**src/rtl/vec_mul_pkg.sv**
```systemverilog
// Shared types, defaults and helpers for the lane-multiplexed vector multiplier.
package vec_mul_pkg;

    localparam int DEF_DATA_WIDTH = 8;
    localparam int DEF_LANES      = 8;
    localparam int DEF_UNITS      = 2;

    typedef enum logic [1:0] {
        IDLE = 2'd0,
        BUSY = 2'd1,
        DONE = 2'd2
    } state_t;

    // Number of multiplier beats needed to cover every lane.
    function automatic int beats(input int lanes, input int units);
        return lanes / units;
    endfunction

endpackage

```
**src/rtl/lane_mul.sv**
```systemverilog
// One shared lane multiplier: low half of the product plus an overflow flag
// telling whether the full product fits in DATA_WIDTH bits.
module lane_mul #(
    parameter int DATA_WIDTH = 8
) (
    input  logic [DATA_WIDTH-1:0] a,
    input  logic [DATA_WIDTH-1:0] b,
    input  logic                  is_signed,
    output logic [DATA_WIDTH-1:0] prod_lo,
    output logic                  ovf
);

    logic [2*DATA_WIDTH-1:0] full_u;
    logic [2*DATA_WIDTH-1:0] full_s;
    logic [2*DATA_WIDTH-1:0] full;
    logic [DATA_WIDTH-1:0]   hi;

    // Zero-extended operands give the unsigned product; sign-extended operands
    // give the two's-complement product modulo 2^(2*DATA_WIDTH).
    assign full_u = {{DATA_WIDTH{1'b0}}, a} * {{DATA_WIDTH{1'b0}}, b};
    assign full_s = {{DATA_WIDTH{a[DATA_WIDTH-1]}}, a} * {{DATA_WIDTH{b[DATA_WIDTH-1]}}, b};

    // Select the product flavour and derive overflow from the discarded high half.
    always_comb begin
        full    = is_signed ? full_s : full_u;
        prod_lo = full[DATA_WIDTH-1:0];
        hi      = full[2*DATA_WIDTH-1:DATA_WIDTH];
        if (is_signed) begin
            ovf = (hi != {DATA_WIDTH{full[DATA_WIDTH-1]}});
        end else begin
            ovf = (hi != '0);
        end
    end

endmodule

```
**src/rtl/vec_mul_scheduler.sv**
```systemverilog
// Vector multiply over a small pool of shared lane multipliers. UNITS lanes
// are computed per cycle, so a full vector takes BEATS = LANES/UNITS cycles.
//
// Handshakes: a transfer happens on a rising edge where valid && ready.
// in_ready is high only in IDLE (and never during rst); out_valid is high
// only in DONE. Neither ready nor valid depends combinationally on the
// opposite side of its own handshake. There is no accept during the
// hand-off cycle, so back-to-back vectors start BEATS+2 edges apart.
module vec_mul_scheduler
    import vec_mul_pkg::*;
#(
    parameter int DATA_WIDTH = DEF_DATA_WIDTH,
    parameter int LANES      = DEF_LANES,
    parameter int UNITS      = DEF_UNITS
) (
    input  logic                                clk,
    input  logic                                rst,
    input  logic                                in_valid,
    output logic                                in_ready,
    input  logic                                in_signed,
    input  logic [LANES-1:0][DATA_WIDTH-1:0]    operand1,
    input  logic [LANES-1:0][DATA_WIDTH-1:0]    operand2,
    output logic                                out_valid,
    input  logic                                out_ready,
    output logic [LANES-1:0][DATA_WIDTH-1:0]    out,
    output logic [LANES-1:0]                    ovf,
    output logic                                busy
);

    localparam int BEATS  = beats(LANES, UNITS);
    localparam int BEAT_W = (BEATS > 1) ? $clog2(BEATS) : 1;
    localparam int LANE_W = (LANES > 1) ? $clog2(LANES) : 1;

    if (LANES % UNITS != 0) begin : g_bad_cfg
        $error("vec_mul_scheduler: LANES must be a multiple of UNITS");
    end

    state_t state;
    state_t state_next;

    logic [BEAT_W-1:0]                 beat;
    logic [31:0]                       beat_ext;
    logic                              last_beat;
    logic [LANES-1:0][DATA_WIDTH-1:0]  op1_q;
    logic [LANES-1:0][DATA_WIDTH-1:0]  op2_q;
    logic                              signed_q;

    logic [LANE_W-1:0]     lane_idx [UNITS];
    logic [DATA_WIDTH-1:0] a_sel    [UNITS];
    logic [DATA_WIDTH-1:0] b_sel    [UNITS];
    logic [DATA_WIDTH-1:0] prod_lo  [UNITS];
    logic                  unit_ovf [UNITS];

    assign beat_ext  = 32'(beat);
    assign last_beat = (beat == BEAT_W'(BEATS - 1));

    assign in_ready  = (state == IDLE) && !rst;
    assign out_valid = (state == DONE);
    assign busy      = (state != IDLE);

    // Multiplier u serves lane beat*UNITS+u of the latched operands.
    for (genvar u = 0; u < UNITS; u++) begin : g_unit
        assign lane_idx[u] = LANE_W'(beat_ext * 32'(UNITS) + 32'(u));
        assign a_sel[u]    = op1_q[lane_idx[u]];
        assign b_sel[u]    = op2_q[lane_idx[u]];

        lane_mul #(
            .DATA_WIDTH(DATA_WIDTH)
        ) u_lane_mul (
            .a        (a_sel[u]),
            .b        (b_sel[u]),
            .is_signed(signed_q),
            .prod_lo  (prod_lo[u]),
            .ovf      (unit_ovf[u])
        );
    end

    // State register.
    always_ff @(posedge clk) begin
        if (rst) begin
            state <= IDLE;
        end else begin
            state <= state_next;
        end
    end

    // Next-state logic: accept in IDLE, run BEATS cycles, hold until taken.
    always_comb begin
        state_next = state;
        case (state)
            IDLE: if (in_valid)  state_next = BUSY;
            BUSY: if (last_beat) state_next = DONE;
            DONE: if (out_ready) state_next = IDLE;
            default:             state_next = IDLE;
        endcase
    end

    // Datapath: latch operands on accept, then fill UNITS result lanes per beat.
    always_ff @(posedge clk) begin
        if (rst) begin
            beat     <= '0;
            out      <= '0;
            ovf      <= '0;
            op1_q    <= '0;
            op2_q    <= '0;
            signed_q <= 1'b0;
        end else begin
            case (state)
                IDLE: begin
                    if (in_valid) begin
                        op1_q    <= operand1;
                        op2_q    <= operand2;
                        signed_q <= in_signed;
                        out      <= '0;
                        ovf      <= '0;
                        beat     <= '0;
                    end
                end
                BUSY: begin
                    for (int u = 0; u < UNITS; u++) begin
                        out[lane_idx[u]] <= prod_lo[u];
                        ovf[lane_idx[u]] <= unit_ovf[u];
                    end
                    beat <= last_beat ? '0 : beat + BEAT_W'(1);
                end
                default: begin
                end
            endcase
        end
    end

endmodule

```
**config.mk**
```make
export PLATFORM = sky130hd
export DESIGN_NAME = vec_mul_scheduler
export DESIGN_NICKNAME = d
export VERILOG_FILES = /design/src/rtl/vec_mul_pkg.sv /design/src/rtl/lane_mul.sv /design/src/rtl/vec_mul_scheduler.sv
export SDC_FILE = /design/constraint.sdc
export NUM_CORES = 1
export LEC_CHECK = 0
export CAP_MARGIN = 10
export CORE_AREA = 4 4 189 209
export CTS_BUF_LIST = sky130_fd_sc_hd__clkbuf_2 sky130_fd_sc_hd__clkbuf_4 sky130_fd_sc_hd__clkbuf_8
export DETAILED_ROUTE_END_ITERATION = 8
export DIE_AREA = 0 0 193 213
export DONT_BUFFER_PORTS = 1
export MAX_ROUTING_LAYER = met4
export PLACE_DENSITY = 0.7
export SLEW_MARGIN = 5
export SYNTH_ARGS = -nofsm -noshare
export SYNTH_HDL_FRONTEND = slang
export SYNTH_HIERARCHICAL = 1
export SYNTH_SLANG_ARGS = --single-unit
export TNS_END_PERCENT = 1
```
**constraint.sdc**
```tcl
create_clock -name clk -period 8.25 [get_ports clk]
set_input_delay 2.475 -clock clk [delete_from_list [all_inputs] [get_ports clk]]
set_output_delay 2.475 -clock clk [all_outputs]
set_load 0.1 [all_outputs]
```
==> results.cfg, run 1 <==
[run_status]
status = complete, no violations

[cells_and_area]
area_growth_syn_to_layout_pct = 6.70
fin_util = 0.477
drive_gt1_frac = 0.0747
final_cell_mix = nand2_1 (351), inv_1 (279), dfxtp_1 (203)
layout.cells.non_filler = 2344
finalNetCount = 2245
fillers = 3445
final_common_cell = nand2_1

[timing]
fmax_mhz = 141
max_slew_margin = 0.270
setup_tns_ns = 0
tightest_slew_ns = 1.09
rsz0062_at_grt = no
hold_viol_final = 0
post-route-period-util = 0.860
final.setup_skew_ns = 0.0208
setup_viol = 0
fin_crit_ns = 7.10
setup_slack_ns = 1.15
maxSlewViolCount = 0

[placed_design]
hpwl_um = 33500
numPortBuffers = 0
place_congestion = 0.888
dp_cells = 2277
dp_slack_ns = 1.21

[grt]
grt_pass1_vias = 13000
grt_pass1_wl_um = 67500
grt_max_degree = 184
antenna_found_initial = 2
grt_usage = 0.214
overflow = 0

[worst_setup_path]
critical_path_required_ns = 8.71
critPathMaxStageDelay_ns = 0.71
critPathKind = flip-flop to flip-flop
crit_top_cell = fa_1
cp_data_arrival_time_ns = 7.55
regToRegStartpoint = beat[0]
cpMaxStageDelayCell = a2111oi_0
end_kind = flip-flop
cp_max_fo = 15
worst_setup_path_start_kind = flip-flop
path_cells = buf_4, mux4_2, and2_1, fa_1, inv_1, fa_1, fa_1, fa_1, inv_1, ha_1, a21o_1, a21oi_1, nand2_1, or2_2, a2111oi_0, a31oi_1, o21ai_0, o2111ai_1, a22o_1
critPathLaunch = beat[0]

[power]
p_seq_frac = 0.414
swShare = 0.314
pwr-share-clk = 0.381
p_comb_frac = 0.205
leakage_nw = 7.74
ir_worst_vdd_mv = 0.139
netSwitchingPower_w = 0.000827
finalPower_w = 0.00263
power.density_mw_per_mm2 = 149
intPower_w = 0.00181

[route]
drt-pass1-iter-count = 6
wire_per_inst_um = 18.1
drtAntennaViolNets = 0
drt-total-wl_um = 42500
vias = 12698
vias_per_cell = 5.42
drt_iter0_markers = 747
remaining_drc_errors = 0

[floorplanning]
dieWidth_um = 193
start_util = 0.447
core_area_mm2 = 0.0371
pin_count = 208
dieArea_mm2 = 0.0411
die_h_um = 213
num_rows = 74

[yosys]
synthTopCellsByArea = dfxtp_1 (25%), fa_1 (21%), ha_1 (9.1%)
synth_top_flop_cell = dfxtp_1
synth-edff-count = 0
ys_seq_area_frac = 0.247
synth_top_family_by_area = adder cells
yosys_register_bits = 205
synth-xor-area-share = 0.0227
synthesis.area_mm2 = 0.0166
yosysUniqueCellTypes = 78
syn_area_per_cell_um2 = 8.94
synth_top_area_share = 0.247
ys_async_sr_fraction = 0
synthMuxAreaShare = 0.0583
synthesis.instances = 1856
synth_top_area_cell = dfxtp_1
synth-simple-area-share = 0.163
ys_warn_count = 6
synth-compound-area-share = 0.126
synthAdderAreaFrac = 0.296
synth_nets = 2280

[cts]
h-tree-depth = 2
cts_tree = done
cts_buffers = 35
cts_root_buf = clkbuf_8
hold_buffers = 0
clock_tree.buffer_depth = 3
worstSkewPairLatency_ns = 0.58
post_cts_resized = 0
post_cts_buffers = 0
clock_sinks = 205
cts.clk_slew.worst_paths_ns = 0.06

[job]
drv_cap = 0

[worst_hold_path]
min-delay-start = op1_q[54]
hp-class = flip-flop to flip-flop
worst paths after layout:
path               end  slack, ns  cells past startpoint
max             ovf[0]       1.15                     19
min          op1_q[54]       0.45                      2
min reg2reg  op1_q[54]       0.45                      2
max reg2reg     ovf[0]       1.15                     19
power by group through the flow:
stage          sequential (W)  clock [W]  combinational (W)
5_1_grt               0.00109    0.00107           0.000611
3_5_place_dp          0.00111          0           0.000538
3_3_place_gp          0.00111          0           0.000523
2_1_floorplan         0.00110          0           0.000427
4_1_cts               0.00109    0.00103           0.000540
6_report              0.00109    0.00100           0.000541
final cells by class:
cell class,instances,area [um2],area share
clock buffer,50,638,0.0360
antenna,2,5.00,0.000283
tap,494,618,0.0349
timing repair buffer,9,87.6,0.00495
multi-input combinational,1289,11100,0.625
inverter,281,1050,0.0596
clock inverter,14,136,0.00770
sequential,205,4110,0.232
cell usage after synthesis (4+ instances only):
cell type  number
o211ai_1       10
mux4_2         32
clkbuf_1       36
nor3_1          9
nor4_1          6
o21ai_0        25
ha_1          121
o21a_1          6
nand3b_1        6
mux2i_1        19
or4b_1          6
buf_2          39
nand4_1         4
a211o_1         5
a21o_1         11
nand2_1       351
xor2_1         17
o21bai_1        5
inv_1         279
dfxtp_1       205
fa_1          170
a22o_1         33
mux2_2          5
nand3_1        12
a21oi_1       173
nor2b_1         6
o32ai_1        15
and2_1         85
nor2_1         38
or2_2           4
nand2b_1       30
xnor2_1        26
worst max-delay path, delay by kind of cell, from the launching register on:
family / cells / cell delay (ns)
AOI/OAI and AO/OA: 7 / 2.02
adders and majority gates: 5 / 2.48
buffers and inverters: 3 / 0.44
DFF: 1 / 0.66
muxes: 1 / 0.70
and+or+nand+nor: 3 / 0.65
metal layers:
| layer | wire, um | GRT usage |
|---|---|---|
| met2 | 19900 | 0.339 |
| met1 | 17900 | 0.270 |
| met5 | 0 | - |
| met4 | 1550 | 0.0823 |
| met3 | 3230 | 0.0443 |
cell families after synthesis:
logic type | Yosys count
AO/OA/AOI/OAI | 322
buffers and inverters | 362
multiplexers | 56
adder cells (fa/ha/maj) | 291
flip-flops | 205
XOR/XNOR | 43
AND/OR/NAND/NOR | 577
state kept, by name, summed over array words and instances (netlist names):
name / count
beat: 2
out: 64
op2_q: 64
op1_q: 64
state: 2
signed_q: 1
ovf: 8
through the flow:
stage | hold WS (ns) | cell area, um2
2_1_floorplan | 0.433 | 16600
3_3_place_gp | 0.441 | 16900
3_5_place_dp | 0.445 | 16900
4_1_cts | 0.454 | 17700
5_1_grt | 0.470 | 17700
6_report | 0.450 | 17700
Note: power is estimated with default switching activity, not from simulation.
==> run 2: changes to the inputs <==
Settings changed: RECOVER_POWER set to 25.
==> run 2 against run 1 <==
Effect of this change: the run now ends with capacitance limit, slew limit left; cell count stayed put; via count down 0.12%; utilization shrank 0.098 points; worst hold slack got worse by 0.00052 ns; largest power group unchanged; cell area decreased by 0.21%; register-to-register slack barely moved; total power about the same; worst setup slack got worse by 0.00086 ns; flip-flop and latch count unchanged; critical endpoint is now ovf[6].
==> results.cfg, run 2 (synthesis gave the netlist of run 1 again) <==
[run_status]
status = finished, violations left
violations = capacitance limit, slew limit

[timing]
setup_viol = 0
final.setup_skew_ns = 0.0218
max_slew_margin = -1.67
tightest_slew_ns = 4.00
setup_tns_ns = 0
fin_crit_ns = 7.10
hold_viol_final = 0
rsz0062_at_grt = no
post-route-period-util = 0.860
fmax_mhz = 141
setup_slack_ns = 1.15
maxSlewViolCount = 177

[placed_design]
dp_slack_ns = 1.21
numPortBuffers = 0
hpwl_um = 33500
place_congestion = 0.888
dp_cells = 2277

[route]
vias_per_cell = 5.41
vias = 12683
drtAntennaViolNets = 0
remaining_drc_errors = 0
drt-pass1-iter-count = 6
drt-total-wl_um = 42500
wire_per_inst_um = 18.2
drt_iter0_markers = 760

[cts]
clock_sinks = 205
cts_buffers = 35
hold_buffers = 0
clock_tree.buffer_depth = 3
h-tree-depth = 2
cts.clk_slew.worst_paths_ns = 0.06
cts_tree = done
post_cts_resized = 0
post_cts_buffers = 0
cts_root_buf = clkbuf_8
worstSkewPairLatency_ns = 0.58

[worst_setup_path]
critical_path_required_ns = 8.63
worst_setup_path_start_kind = flip-flop
end_kind = flip-flop
critPathKind = flip-flop to flip-flop
cp_data_arrival_time_ns = 7.48
cp_max_fo = 15

[power]
finalPower_w = 0.00263
leakage_nw = 7.73
ir_worst_vdd_mv = 0.139
power.density_mw_per_mm2 = 149

[floorplanning]
dieWidth_um = 193
core_area_mm2 = 0.0371
dieArea_mm2 = 0.0411
pin_count = 208
start_util = 0.447
die_h_um = 213
num_rows = 74

[cells_and_area]
finalNetCount = 2245
final_common_cell = nand2_1
drive_gt1_frac = 0.0709
fin_util = 0.476
top_regs = op1_q (64), op2_q (64), out (64)
area_growth_syn_to_layout_pct = 6.49
final_cell_mix = nand2_1 (351), inv_1 (279), dfxtp_1 (203)
layout.cells.non_filler = 2344
fillers = 3453

[grt]
grt_usage = 0.214
antenna_found_initial = 2
grt_max_degree = 184
overflow = 0
grt_pass1_wl_um = 67500
grt_pass1_vias = 13000

[worst_hold_path]
hp-class = flip-flop to flip-flop

[job]
drv_cap = 5
==> run 2: area by class of cell <==
class                   instances  area (um2)  share of cell area
diodes                          2        5.00            0.000283
clock buffers                  50         638              0.0361
clock inverters                14         136             0.00772
inverters                     281        1050              0.0597
multi-input cells            1289       11000               0.624
flip-flops and latches        205        4110               0.232
well taps                     494         618              0.0350
repair buffers                  9        83.8             0.00475
==> run 2: critical path, stage by stage (launching register included) <==
cell	delay, ns
dfxtp_2	0.66
buf_4	0.34
mux4_2	0.69
and2_1	0.22
fa_1	0.58
inv_1	0.06
fa_1	0.48
fa_1	0.53
fa_1	0.55
inv_1	0.04
ha_1	0.34
a21o_1	0.20
a21oi_1	0.23
nand2_1	0.13
or2_2	0.29
a2111oi_0	0.71
a31oi_1	0.09
o21ai_0	0.18
o2111ai_1	0.31
nand2_1	0.15
mux2i_1	0.08
==> run 2: power breakdown <==
part | total, W | internal [W] | leakage, nW | switching (W)
Combinational | 0.000540 | 0.000203 | 5.65 | 0.000337
Clock | 0.00100 | 0.000571 | 0.414 | 0.000431
Sequential | 0.00109 | 0.00103 | 1.67 | 0.0000573
==> run 2: worst paths after layout <==
| path | start | slack [ns] | to | cells past startpoint |
|---|---|---|---|---|
| hold reg to reg | op1_q[54] | 0.45 | op1_q[54] | 2 |
| setup reg to reg | beat[0] | 1.15 | ovf[6] | 20 |
| setup / recovery | beat[0] | 1.15 | ovf[6] | 20 |
| hold / removal | op1_q[54] | 0.45 | op1_q[54] | 2 |
==> run 2: stage by stage <==
step / hold slack [ns] / area (um2)
after global routing: 0.470 / 17700
final: 0.449 / 17700
after CTS: 0.454 / 17700
after detailed placement: 0.445 / 16900
after global placement: 0.441 / 16900
after floorplan: 0.433 / 16600
==> run 2: metal layers <==
layer	up-vias	track usage	wire length (um)
met5	-	-	0
li1	5961	-	-
met1	6207	0.270	18000
met2	426	0.339	19900
met4	0	0.0823	1530
met3	89	0.0443	3100
==> run 3: changes to the inputs <==
Settings changed: CORE_AREA 4 4 189 209 to 4 4 187 207, DIE_AREA 0 0 193 213 to 0 0 191 211, SYNTH_HIERARCHICAL 1 to not set.
==> run 3 against run 2 <==
Effect of this change: the flow still finishes with violations (capacitance limit, slew limit); cell count decreased by 0.51%; sequential power is essentially flat; total power grew 3.1%; sequential share of layout area grew 0.39 points; via count is 1.1% lower; cell area shrank 1.7%; clock power increased by 7%; count of clock-buffer cells in the layout shrank 1; critical path type unchanged.
==> results.cfg, run 3 <==
[timing]
post-route-period-util = 0.831
hold_viol_final = 0
final.setup_skew_ns = 0.0339
maxSlewViolCount = 125
fin_crit_ns = 6.85
max_slew_margin = -1.57
setup_viol = 0
setup_tns_ns = 0
setup_slack_ns = 1.40
rsz0062_at_grt = no
tightest_slew_ns = 3.85
fmax_mhz = 146

[floorplanning]
die_h_um = 211
num_rows = 74
pin_count = 208
start_util = 0.443
dieWidth_um = 191
dieArea_mm2 = 0.0403
core_area_mm2 = 0.0368

[cells_and_area]
final_cell_mix = nand2_1 (345), inv_1 (260), dfxtp_1 (203)
finalNetCount = 2236
top_regs = op1_q (64), op2_q (64), out (64)
final_common_cell = nand2_1
drive_gt1_frac = 0.0680
multi_input_area_mm2 = 0.0108
seqCellArea_mm2 = 0.00411
fin_util = 0.473
area_growth_syn_to_layout_pct = 6.73
fillers = 3497
antenna_cells = 0

[yosys]
ys_async_sr_fraction = 0
synth_most_common_cell = nand2_1
ys_warn_count = 0
ys_seq_area_frac = 0.252
syn_area_per_cell_um2 = 8.82
synth_top_area_share = 0.252
synth_top_area_cell = dfxtp_1
ys_top_cells_by_count = nand2_1 (346), inv_1 (260), dfxtp_1 (205)
synth-edff-count = 0
synthesis.instances = 1846
synthTopCellsByArea = dfxtp_1 (25%), fa_1 (21%), ha_1 (9.2%)
synthesis.area_mm2 = 0.0163
synth_nets = 2269
synth_top_flop_cell = dfxtp_1
yosys_register_bits = 205
yosysUniqueCellTypes = 67

[grt]
grt_pass1_vias = 13247
antenna_found_initial = 1
grt_max_degree = 211
grtUsageMet3 = 0.0240
met2_usage = 0.368
grt_usage = 0.214
grt_pass1_wl_um = 67600
grt_use_met1 = 0.262
overflow = 0
grt_busiest_layer = met2

[cts]
h-tree-depth = 2
cts.clk_slew.worst_paths_ns = 0.06
hold_buffers = 0
post_cts_buffers = 0
post_cts_resized = 0
clock_tree.buffer_depth = 3
worstSkewPairLatency_ns = 0.55
cts_buffers = 36
cts_tree = done
cts_root_buf = clkbuf_8
clock_sinks = 205

[placed_design]
hpwl_um = 33900
place_congestion = 0.927
numPortBuffers = 0
dp_slack_ns = 1.41

[power]
ir_worst_vdd_mv = 0.156
leakage_nw = 7.46
power.density_mw_per_mm2 = 156

[route]
wire_per_inst_um = 18.4
drtAntennaViolNets = 0
drt-total-wl_um = 42900
vias_per_cell = 5.38
drt_iter0_markers = 757
drt-pass1-iter-count = 7
vias = 12546
remaining_drc_errors = 0

[worst_setup_path]
cp_data_arrival_time_ns = 7.27
cp_max_fo = 21
critical_path_required_ns = 8.66
end_kind = flip-flop
critPathKind = flip-flop to flip-flop
worst_setup_path_start_kind = flip-flop

[run_status]
status = finished, violations left
violations = capacitance limit, slew limit

[job]
drv_cap = 2

[worst_hold_path]
hp-class = flip-flop to flip-flop
## run 3: changes by cell type after synthesis, moves of 9 or more
| cell | before | now |
|---|---|---|
| nor2_1 | 38 | 111 |
| a22oi_1 | 0 | 66 |
| buf_2 | 39 | 3 |
| a22o_1 | 33 | 0 |
| clkbuf_1 | 36 | 56 |
| and2_1 | 85 | 66 |
| inv_1 | 279 | 260 |
| nand2b_1 | 30 | 11 |
| o32ai_1 | 15 | 0 |
| a21oi_1 | 173 | 160 |
| mux2i_1 | 19 | 7 |
| xnor2_1 | 26 | 38 |
| buf_6 | 3 | 12 |
## run 3: routing by layer
layer / vias to the layer above / share of wire
li1: 5913 / -
met1: 6191 / 0.42
met2: 349 / 0.50
met3: 93 / 0.048
met4: 0 / 0.034
met5: - / 0
## run 3: final cells by class
type	instances	area share
Timing Repair Buffer	9	0.00346
Multi-Input combinational cell	1299	0.620
Sequential cell	205	0.236
Inverter	262	0.0566
Tap cell	494	0.0356
Clock buffer	49	0.0374
Clock inverter	14	0.0105
## run 3: final timing paths
path	to	start	cells past startpoint	slack [ns]
worst max register to register	ovf[0]	beat[0]	21	1.40
worst min-delay path	op1_q[50]	op1_q[50]	2	0.45
worst max-delay path	ovf[0]	beat[0]	21	1.40
worst min register to register	op1_q[50]	op1_q[50]	2	0.45
## run 3: cells by family (layout without fill, tap and decap cells)
kind of cell,Yosys count,count (layout),share of synthesized area
simple gates,589,589,0.157
buf+inv,342,334,0.0862
fa+ha+maj,290,290,0.301
compound gates,323,323,0.125
xor+xnor,53,53,0.0285
flops,205,205,0.252
mux,44,44,0.0507
## run 3: worst max-delay path, stage by stage, from the launching register on
cell	delay [ns]
dfxtp_2	0.83
mux2_2	0.29
o21a_1	0.44
clkinv_1	0.39
nor2_1	0.24
fa_1	0.42
inv_1	0.09
fa_1	0.44
fa_1	0.46
fa_1	0.49
inv_1	0.04
ha_1	0.35
o21ai_0	0.29
nor2_2	0.08
a41o_1	0.29
o41ai_4	0.22
xnor2_1	0.13
or4_4	0.49
o41ai_2	0.08
o2111ai_2	0.29
a32oi_1	0.29
nor2_1	0.07
## run 3: where the power goes
part / leakage [nW] / switching [W] / internal [W]
Clock: 0.431 / 0.000431 / 0.000640
Combinational: 5.36 / 0.000343 / 0.000207
Sequential: 1.67 / 0.0000625 / 0.00103
Total: 7.46 / 0.000836 / 0.00188
## run 3: stage by stage
step                      cells  total power (W)  hold slack, ns  cell area [um2]
after global placement     2268          0.00164           0.434            16600
final                      2332          0.00271           0.452            17400
after floorplan            1846          0.00153           0.433            16300
after global routing       2332          0.00284           0.471            17400
after CTS                  2331          0.00272           0.447            17400
after detailed placement   2268          0.00166           0.439            16600
